<file path="src/rtl/rf_scoreboard.sv">
// Register-file scoreboard: tracks pending writes per register to gate issue,
// and arbitrates ALU/load writebacks onto a single registered register-file write port.
module rf_scoreboard #(
  parameter int unsigned STARVE_LIMIT = 2
) (
  input  logic               clk,
  input  logic               reset,
  input  logic               issue_valid,
  input  logic [4:0]         issue_rs1,
  input  logic [4:0]         issue_rs2,
  input  logic [4:0]         issue_rd,
  input  logic               issue_use_rs1,
  input  logic               issue_use_rs2,
  input  logic               issue_wr,
  output logic               issue_ready,
  input  logic               alu_wb_valid,
  input  logic [4:0]         alu_wb_rd,
  input  logic signed [31:0] alu_wb_data,
  output logic               alu_wb_ready,
  input  logic               mem_wb_valid,
  input  logic [4:0]         mem_wb_rd,
  input  logic signed [31:0] mem_wb_data,
  output logic               mem_wb_ready,
  output logic               rf_write,
  output logic [4:0]         rf_rd,
  output logic signed [31:0] rf_wdata,
  output logic [31:0]        busy_vec,
  output logic [5:0]         pending_cnt
);

  localparam int unsigned SW = (STARVE_LIMIT < 1) ? 1 : $clog2(STARVE_LIMIT + 1);
  localparam logic [SW-1:0] LIMIT = SW'(STARVE_LIMIT);

  function automatic logic [5:0] popcount32(input logic [31:0] v);
    logic [5:0] c;
    c = 6'd0;
    for (int i = 0; i < 32; i++) begin
      c = c + {5'd0, v[i]};
    end
    return c;
  endfunction

  logic [31:0]        busy_q, busy_d;
  logic [5:0]         pending_cnt_q, pending_cnt_d;
  logic [SW-1:0]      starve_q, starve_d;
  logic               rf_write_q, rf_write_d;
  logic [4:0]         rf_rd_q, rf_rd_d;
  logic signed [31:0] rf_wdata_q, rf_wdata_d;

  logic               hazard;
  logic               issue_fire;
  logic               alu_gnt;
  logic               mem_gnt;
  logic               wb_gnt;
  logic [4:0]         wb_rd;
  logic signed [31:0] wb_data;

  // Hazard detection and issue handshake, driven only from registered busy bits
  always_comb begin
    hazard      = (issue_use_rs1 && busy_q[issue_rs1]) ||
                  (issue_use_rs2 && busy_q[issue_rs2]) ||
                  (issue_wr      && busy_q[issue_rd]);
    issue_ready = !reset && !hazard;
    issue_fire  = issue_valid && issue_ready;
  end

  // Writeback arbitration: mem has priority unless the ALU has starved long enough
  always_comb begin
    alu_gnt = 1'b0;
    mem_gnt = 1'b0;
    if (reset) begin
      alu_gnt = 1'b0;
      mem_gnt = 1'b0;
    end else if (alu_wb_valid && ((starve_q == LIMIT) || !mem_wb_valid)) begin
      alu_gnt = 1'b1;
    end else if (mem_wb_valid) begin
      mem_gnt = 1'b1;
    end else begin
      alu_gnt = 1'b0;
      mem_gnt = 1'b0;
    end
    wb_gnt       = alu_gnt || mem_gnt;
    wb_rd        = alu_gnt ? alu_wb_rd : mem_wb_rd;
    wb_data      = alu_gnt ? alu_wb_data : mem_wb_data;
    alu_wb_ready = alu_gnt;
    mem_wb_ready = mem_gnt;
  end

  // Starvation counter, saturating at the limit
  always_comb begin
    starve_d = starve_q;
    if (!alu_wb_valid || alu_gnt) begin
      starve_d = {SW{1'b0}};
    end else if (starve_q != LIMIT) begin
      starve_d = starve_q + {{(SW-1){1'b0}}, 1'b1};
    end else begin
      starve_d = starve_q;
    end
  end

  // Busy-vector update; a same-cycle issue set on an untracked rd wins over a clear
  always_comb begin
    busy_d = busy_q;
    if (wb_gnt) begin
      busy_d[wb_rd] = 1'b0;
    end else begin
      busy_d = busy_q;
    end
    if (issue_fire && issue_wr) begin
      busy_d[issue_rd] = 1'b1;
    end else begin
      busy_d[0] = 1'b0;
    end
    busy_d[0]     = 1'b0;
    pending_cnt_d = popcount32(busy_d);
  end

  // Register-file write port next state; rd=0 grants are consumed without writing
  always_comb begin
    rf_write_d = 1'b0;
    rf_rd_d    = rf_rd_q;
    rf_wdata_d = rf_wdata_q;
    if (wb_gnt) begin
      rf_write_d = (wb_rd != 5'd0);
      rf_rd_d    = wb_rd;
      rf_wdata_d = wb_data;
    end else begin
      rf_write_d = 1'b0;
    end
  end

  // State registers with synchronous reset
  always_ff @(posedge clk) begin
    if (reset) begin
      busy_q        <= 32'd0;
      pending_cnt_q <= 6'd0;
      starve_q      <= {SW{1'b0}};
      rf_write_q    <= 1'b0;
      rf_rd_q       <= 5'd0;
      rf_wdata_q    <= 32'sd0;
    end else begin
      busy_q        <= busy_d;
      pending_cnt_q <= pending_cnt_d;
      starve_q      <= starve_d;
      rf_write_q    <= rf_write_d;
      rf_rd_q       <= rf_rd_d;
      rf_wdata_q    <= rf_wdata_d;
    end
  end

  assign busy_vec    = busy_q;
  assign pending_cnt = pending_cnt_q;
  assign rf_write    = rf_write_q;
  assign rf_rd       = rf_rd_q;
  assign rf_wdata    = rf_wdata_q;

endmodule

</file>
<file path="config.mk">
export PLATFORM = sky130hd
export DESIGN_NAME = rf_scoreboard
export DESIGN_NICKNAME = d
export VERILOG_FILES = /design/src/rtl/rf_scoreboard.sv
export SDC_FILE = /design/constraint.sdc
export NUM_CORES = 1
export LEC_CHECK = 0
export CAP_MARGIN = 30
export CORE_UTILIZATION = 50
export DETAILED_ROUTE_END_ITERATION = 6
export PLACE_DENSITY = 0.87
export SETUP_SLACK_MARGIN = 0.1
export SLEW_MARGIN = 20
export SYNTH_ARGS = -nofsm -noshare
export SYNTH_HDL_FRONTEND = slang
export SYNTH_SLANG_ARGS = --single-unit
</file>
<file path="constraint.sdc">
create_clock -name clk -period 19.55 [get_ports clk]
set_input_delay 5.865 -clock clk [delete_from_list [all_inputs] [get_ports clk]]
set_output_delay 5.865 -clock clk [all_outputs]
set_load 0.03 [all_outputs]
</file>
Word-level counts from Yosys, hierarchy flattened. Cells that the tools add are included.

Add/subtract/negate cells: 31. Magnitude comparators: 6. Eq/ne operators: 2. Multiplexer cells: 19. Bitwise logic cells: 4. Reductions and logical operators: 21.

Operator list (number): $add A6 B1 Y6 (25); $mux W32 (2); $and A32 B32 Y32 (1); $not A32 Y32 (1); $or A32 B32 Y32 (1); $mux W31 (1); $lt A5 B6 Y1 const B (4); $bmux W1 S5 (3); $demux W1 S5 (2); $ge A5 B1 Y1 const B (2); $mux W1 (10); $logic_and A1 B1 Y1 (9); $add A5 B1 Y6 (1); $add A4 B1 Y5 (1); $logic_or A1 B1 Y1 (5); $mux W5 (1); $reduce_bool A5 Y1 (1); $add A3 B1 Y4 (1); $logic_not A1 Y1 (4); $reduce_or A2 Y1 (2); $add A2 B1 Y3 (1); $add A1 B1 Y2 (1); $add A2 B1 Y2 const B (1); $eq A2 B2 Y1 const B (1); other kinds (2) (2).

Register bits after elaboration: 78. Bits of input ports: 97. Output and inout bits: 79. Word-level logic and storage cells: 90.

Logic depth before layout (Yosys ltp). Gate-level depths: netlist (run 1).

Depth in word-level cells: 45. Gate-level depth with buffers: 26. Depth with buffers taken out: 25.

Worst setup path before layout (run 1). No wires, ideal clock.

Kind: input-to-output. From: input port issue_rs2[1]. To: output port issue_ready. Data arrival time: 7.772 ns. Required time: 13.685 ns. Setup slack: 5.913 ns. Stages: 6. Path buffers: 1. Cells stage by stage: clkbuf_1 -> mux4_2 -> nand2b_1 -> o2bb2ai_1 -> o211ai_4 -> and3_1.

Longest elaborated chain between the ends: 7.

Ends and longest elaborated chain: start, declared (RTL line 10) `input logic [4:0] issue_rs2,`; $bmux W1 S5 (RTL line 61) `(issue_use_rs2 && busy_q[issue_rs2]) ||`; $mux W1 (implied by the code) (RTL line 61); $logic_and A1 B1 Y1 (RTL line 61); $logic_or A1 B1 Y1 (RTL line 60) `hazard = (issue_use_rs1 && busy_q[issue_rs1]) ||`; $logic_or A1 B1 Y1 (RTL line 61); $logic_not A1 Y1 (RTL line 63) `issue_ready = !reset && !hazard;`; $logic_and A1 B1 Y1 (RTL line 63); end, declared (RTL line 15) `output logic issue_ready,`.

No other way between the ends. The select of a mux whose other input is x is not followed.

Final worst setup path (run 1).
From: input port issue_rs1[0]. To: output port issue_ready.

Longest elaborated chain between the ends: 7.

Ends and longest elaborated chain: start, declared (RTL line 9) `input logic [4:0] issue_rs1,`; $bmux W1 S5 (RTL line 60); $mux W1 (implied by the code) (RTL line 60); $logic_and A1 B1 Y1 (RTL line 60); $logic_or A1 B1 Y1 (RTL line 60); $logic_or A1 B1 Y1 (RTL line 61); $logic_not A1 Y1 (RTL line 63); $logic_and A1 B1 Y1 (RTL line 63).

No other way between the ends. The select of a mux whose other input is x is not followed.

==> results_dict.tcl, run 1 <==
set metrics [dict create \
    required_ps 13680 \
    cts_root_buf "clkbuf_8" \
    synthTopCellsByArea "dfxtp_1 30%, fa_1 9.0%, a311oi_1 5.8%" \
    grt_usage_pct 31.7 \
    clock.fmax_mhz 66.9 \
    grt_pass1_vias 5118 \
    dr_wl_met2_mm 8.22 \
    tightest_slew_ps 827 \
    tritoncts "yes" \
    yosys.area.top_type_share_pct 30.2 \
    path_clk_slew_ps 80 \
    fin_cells 853 \
    min_path_type "flop to flop" \
    clock_latency_ps 360 \
    synth_edf_count 0 \
    via_per_inst 6.13 \
    maxCapViolCount 0 \
    routed_wl_mm 16.8 \
    cts_resized 0 \
    leakage_uw 0.00263 \
    cts_htree_levels 3 \
    yosys.area.top_type "dfxtp_1" \
    grt_pass1_wl_mm 25.8 \
    powerDensity_nw_per_um2 53.3 \
    hold_buffers 0 \
    wl_met1_mm 6.43 \
    netlist_area_um2 5110 \
    seq_area_frac_synth_pct 30.2 \
    grt_max_degree 80 \
    ys_ff_latch 77 \
    vias 5232 \
    drtAntennaViolNets 0 \
    rsz0062_at_grt "false" \
    synth_fp_nets 701 \
    post_cts_buffers 0 \
    status "completed" \
    ioPinCount 176 \
    routedWlPerCell_um 19.7 \
    relSlewSlack_pct 43.3 \
    setup.worst_path.end_class "output port" \
    synthArstFlopShare_pct 0 \
    yosysWarningCount 0 \
    drt-pass1-iter-count 6 \
    place.gp.congestion 0.990 \
    grt.overflow.total 0 \
    critPathKind "primary input to output port" \
    first_iter_violations 578 \
    drive_above_1_share_pct 6.81 \
    finalCritPeriodShare_pct 76.5 \
    critical_path.startpoint_type "primary input" \
    rows 36 \
    portBuffers 174 \
    dpl.cell_count 837 \
    insertedDiodeCount 0 \
    arrival_ps 9090 \
    antenna_found_initial 0 \
    layout_commonest_cell "clkdlybuf4s50_1" \
    final_cell_mix "173 x clkdlybuf4s50_1, 77 x dfxtp_1, 74 x nand2_1" \
    drc 0 \
    syn_avg_cell_area_um2 8.92 \
    synthToLayoutAreaGrowth_pct 36.9 \
    synth_cells 573 \
    setup_violations 0 \
    clockBufferDepth 2 \
    cp_max_fo 11 \
    core_um2 9820 \
    irDropWorstVdd_uv 37.2 \
    numCtsBuffers 9 \
    fin_tns_setup_ps 0 \
    top_layer_used "met4" \
    die_x_um 103 \
    die_area_um2 10600 \
    fin_nets 844 \
    start_util_pct 52.0 \
    hpwl_mm 12.0 \
    finClkSkew_ps 14.6 \
    cts_num_sinks 77 \
    slew_violations 0 \
    final-hold-violation-count 0 \
    met3_length_mm 1.51 \
    die_h_um 103 \
    fin_crit_ps 14950 \
    ys.flop_type "dfxtp_1" \
    synth.distinct_cells 53 \
]
==> critical path, cell delays in order <==
cell and delay [ps]:
clkdlybuf4s50_1 850, mux4_1 630, mux2_2 280, a2bb2oi_1 170, a41oi_4 400, and3_1 220
clkdlybuf4s50_1 660
==> Yosys cell counts (3+ instances only) <==
| cell type | n |
|---|---|
| fa_1 | 23 |
| mux2_2 | 8 |
| inv_1 | 29 |
| xor2_1 | 3 |
| o32ai_1 | 4 |
| o22ai_1 | 32 |
| nand2b_1 | 7 |
| a311oi_1 | 34 |
| nand3b_1 | 4 |
| o21a_1 | 14 |
| o31ai_1 | 6 |
| o41ai_1 | 11 |
| a211oi_1 | 4 |
| buf_6 | 5 |
| nand2_1 | 74 |
| a221oi_1 | 3 |
| nand4_4 | 4 |
| nor3_1 | 3 |
| and3_1 | 4 |
| nand3_1 | 9 |
| nor2b_1 | 6 |
| dfxtp_1 | 77 |
| mux2i_1 | 21 |
| buf_2 | 6 |
| a21oi_1 | 8 |
| nor2_1 | 52 |
| buf_1 | 10 |
| o21ai_0 | 23 |
| mux4_2 | 11 |
| clkbuf_1 | 23 |
| o21ai_1 | 16 |
| ha_1 | 8 |
| nor3b_1 | 6 |
==> state kept, by name (all words and copies together) (netlist names) <==
register / flops
rf_wdata: 32
starve_q: 2
rf_rd: 5
pending_cnt: 6
busy_vec: 31
rf_write: 1
==> final cells by class <==
| type | instances | area (µm²) |
|---|---|---|
| Sequential cell | 77 | 1540 |
| Clock buffer | 10 | 138 |
| Tap cell | 133 | 166 |
| Inverter | 30 | 113 |
| Multi-Input combinational cell | 420 | 3240 |
| Clock inverter | 5 | 35.0 |
| Fill cell | 729 | 2830 |
| Timing Repair Buffer | 178 | 1760 |
==> logic make-up (layout without fill, tap and decap cells) <==
group / after synthesis / in the layout / share of synthesized area, %
AOI/OAI and AO/OA: 168 / 168 / 23.8
DFF: 77 / 77 / 30.2
other: 1 / 1 / 0.0734
xor gates and xnor gates: 3 / 3 / 0.514
and+or+nand+nor: 176 / 176 / 16.6
adders and majority gates: 31 / 31 / 11.0
muxes: 41 / 41 / 11.2
buffers and inverters: 76 / 223 / 6.61
==> path summary, 6_finish.rpt <==
kind / start / to / slack, ps / depth (start not counted)
setup reg to reg: starve_q[0] / pending_cnt[4] / 11980 / 26
hold / removal: starve_q[0] / starve_q[0] / 420 / 1
hold reg to reg: starve_q[0] / starve_q[0] / 420 / 1
setup / recovery: issue_rs1[0] / issue_ready / 4600 / 7
==> per-stage QoR <==
| step | power (µW) | setup slack [ps] | hold WS (ps) | instance area (µm²) | utilization, % |
|---|---|---|---|---|---|
| floorplan | 222 | 5910 | 390 | 5110 | - |
| detailed placement | 264 | 4580 | 402 | 6820 | 69.4 |
| CTS | 372 | 4580 | 414 | 6990 | 71.2 |
| finish | 373 | 4600 | 416 | 6990 | 71.2 |
| global placement | 261 | 4660 | 398 | 6820 | 69.4 |
| global route | 386 | 4480 | 422 | 6990 | 71.2 |
==> metal layers <==
metal | GRT usage (%) | up-vias
met4 | 18.3 | 0
met5 | 0 | -
met3 | 7.12 | 70
met2 | 50.8 | 332
li1 | - | 2391
met1 | 39.3 | 2439
==> where the power goes <==
part | internal, µW | leakage (µW) | switching (µW)
combinational | 42.9 | 0.00191 | 51.0
clock | 49.4 | 0.0000889 | 62.3
sequential | 164 | 0.000630 | 3.73
total | 256 | 0.00263 | 117
Note: power is estimated with default switching activity, not from simulation.
==> run 2, diff against run 1 <==
- CORE_UTILIZATION: 50 -> 46
- PLACE_DENSITY: 0.87 -> 0.81
- clock period: 19.55 -> 15.48 ns (I/O delays scaled with it)
==> results_dict.tcl, run 2 (synthesis gave the netlist of run 1 again) <==
set metrics [dict create \
    insertedDiodeCount 0 \
    rsz0062_at_grt "false" \
    p_seq_share_pct 40.7 \
    cp_cell_sequence "clkdlybuf4s50_1 > mux4_1 > mux2_2 > a2bb2oi_1 > a41oi_4 > and3_1 > clkdlybuf4s50_1" \
    clockBufferDepth 2 \
    start_util_pct 47.1 \
    fin_tns_setup_ps 0 \
    die_x_um 107 \
    hold_buffers 0 \
    die_h_um 107 \
    min_path_type "flop to flop" \
    slew_violations 0 \
    numCtsBuffers 9 \
    finalCritPeriodShare_pct 80.9 \
    first_iter_violations 642 \
    place.gp.congestion 0.934 \
    grt_usage_pct 28.5 \
    grt_pass1_vias 5036 \
    relSlewSlack_pct 40.5 \
    clockPowerShare_pct 36.4 \
    synthToLayoutAreaGrowth_pct 38.4 \
    worst_path_most_repeated_cell "clkdlybuf4s50_1" \
    core_um2 10800 \
    routedWlPerCell_um 19.0 \
    p_sw_uw 146 \
    grt_pass1_wl_mm 25.3 \
    cts_num_sinks 77 \
    p_comb_share_pct 22.9 \
    status "finished with violations" \
    clock_latency_ps 370 \
    via_per_inst 6.03 \
    slowest_stage "clkdlybuf4s50_1" \
    grt.overflow.total 0 \
    nFillCells 894 \
    post_cts_buffers 0 \
    drive_above_1_share_pct 6.66 \
    layout_commonest_cell "clkdlybuf4s50_1" \
    final_cell_mix "173 x clkdlybuf4s50_1, 77 x dfxtp_1, 74 x nand2_1" \
    clock.fmax_mhz 79.8 \
    tightest_slew_ps 892 \
    drt-pass1-iter-count 7 \
    path_clk_slew_ps 70 \
    grt_max_degree 80 \
    ioPinCount 176 \
    tritoncts "yes" \
    cts_htree_levels 3 \
    drtAntennaViolNets 0 \
    p_int_uw 372 \
    cts_resized 0 \
    setup.worst_path.end_class "output port" \
    drc 17 \
    violations "DRC" \
    irDropWorstVdd_uv 72.0 \
    largest_reg_flops 32 \
    final-hold-violation-count 0 \
    cp_slowest_stage_delay_ps 860 \
    dpl.cell_count 844 \
    fin_nets 844 \
    rows 38 \
    antenna_found_initial 0 \
    routed_wl_mm 16.4 \
    cts_root_buf "clkbuf_8" \
    powerDensity_nw_per_um2 73.3 \
    fin_crit_ps 12530 \
    arrival_ps 7880 \
    required_ps 10840 \
    cp_max_fo 11 \
    die_area_um2 11500 \
    critPathKind "primary input to output port" \
    portBuffers 174 \
    critical_path.startpoint_type "primary input" \
    vias 5190 \
    hpwl_mm 11.9 \
    finClkSkew_ps 14.2 \
    p_sw_share_pct 28.2 \
    leakage_uw 0.00266 \
    maxCapViolCount 0 \
    setup_violations 0 \
    fin_cells 861 \
]
run 2: changes by cell type in the layout (fill, tap and decap cells not counted), sizes merged:
cell / previous run / this run
bufinv: 0 / 3
clkbuf: 11 / 12
inv: 32 / 30
clkinvlp: 1 / 0
clkinv: 2 / 1
buf: 4 / 5
run 2: metal layers:
| layer | GRT usage [%] | up-vias | part of all wire (%) |
|---|---|---|---|
| met1 | 35.6 | 2440 | 39 |
| met5 | 0 | - | 0 |
| met2 | 47.4 | 286 | 48 |
| met4 | 11.9 | 0 | 3.8 |
| li1 | - | 2401 | - |
| met3 | 6.30 | 63 | 8.8 |
run 2: power by group through the flow:
stage | combinational, µW | sequential, µW | clock (µW)
final | 119 | 211 | 188
after global routing | 127 | 212 | 198
after CTS | 118 | 211 | 191
after detailed placement | 117 | 216 | 0
after global placement | 115 | 215 | 0
after floorplan | 48.2 | 232 | 0
run 2: worst paths after layout:
check,startpoint,to,slack (ps),depth (start not counted)
hold / removal,starve_q[0],starve_q[0],410,1
setup reg to reg,starve_q[0],pending_cnt[4],7820,26
hold reg to reg,starve_q[0],starve_q[0],410,1
setup / recovery,issue_rs1[0],issue_ready,2950,7
run 2: critical path, delay by kind of cell:
family / cells / cell delay, ps
buffers and inverters: 2 / 1520
muxes: 2 / 900
AOI/OAI and AO/OA: 2 / 590
and+or+nand+nor: 1 / 220
run 2: cell type report:
type                       instances  area (µm²)  share of cell area [%]
tap                              140         175                    2.48
clock inverter                     4        95.1                    1.34
timing repair buffer             178        1760                    25.0
clock buffer                      12         145                    2.05
inverter                          30         113                    1.59
sequential                        77        1540                    21.8
multi-input combinational        420        3240                    45.8
run 2: stage by stage:
stage                     hold WS (ps)  setup slack, ps  cell area (µm²)  power [µW]  util [%]
final                              408             2950             7070         518      65.2
after global routing               447             2810             7070         537      65.2
after CTS                          414             2930             7070         520      65.2
after detailed placement           403             2940             6830         333      63.0
after global placement             398             3010             6830         330      63.0
after floorplan                    390             4280             5110         280         -
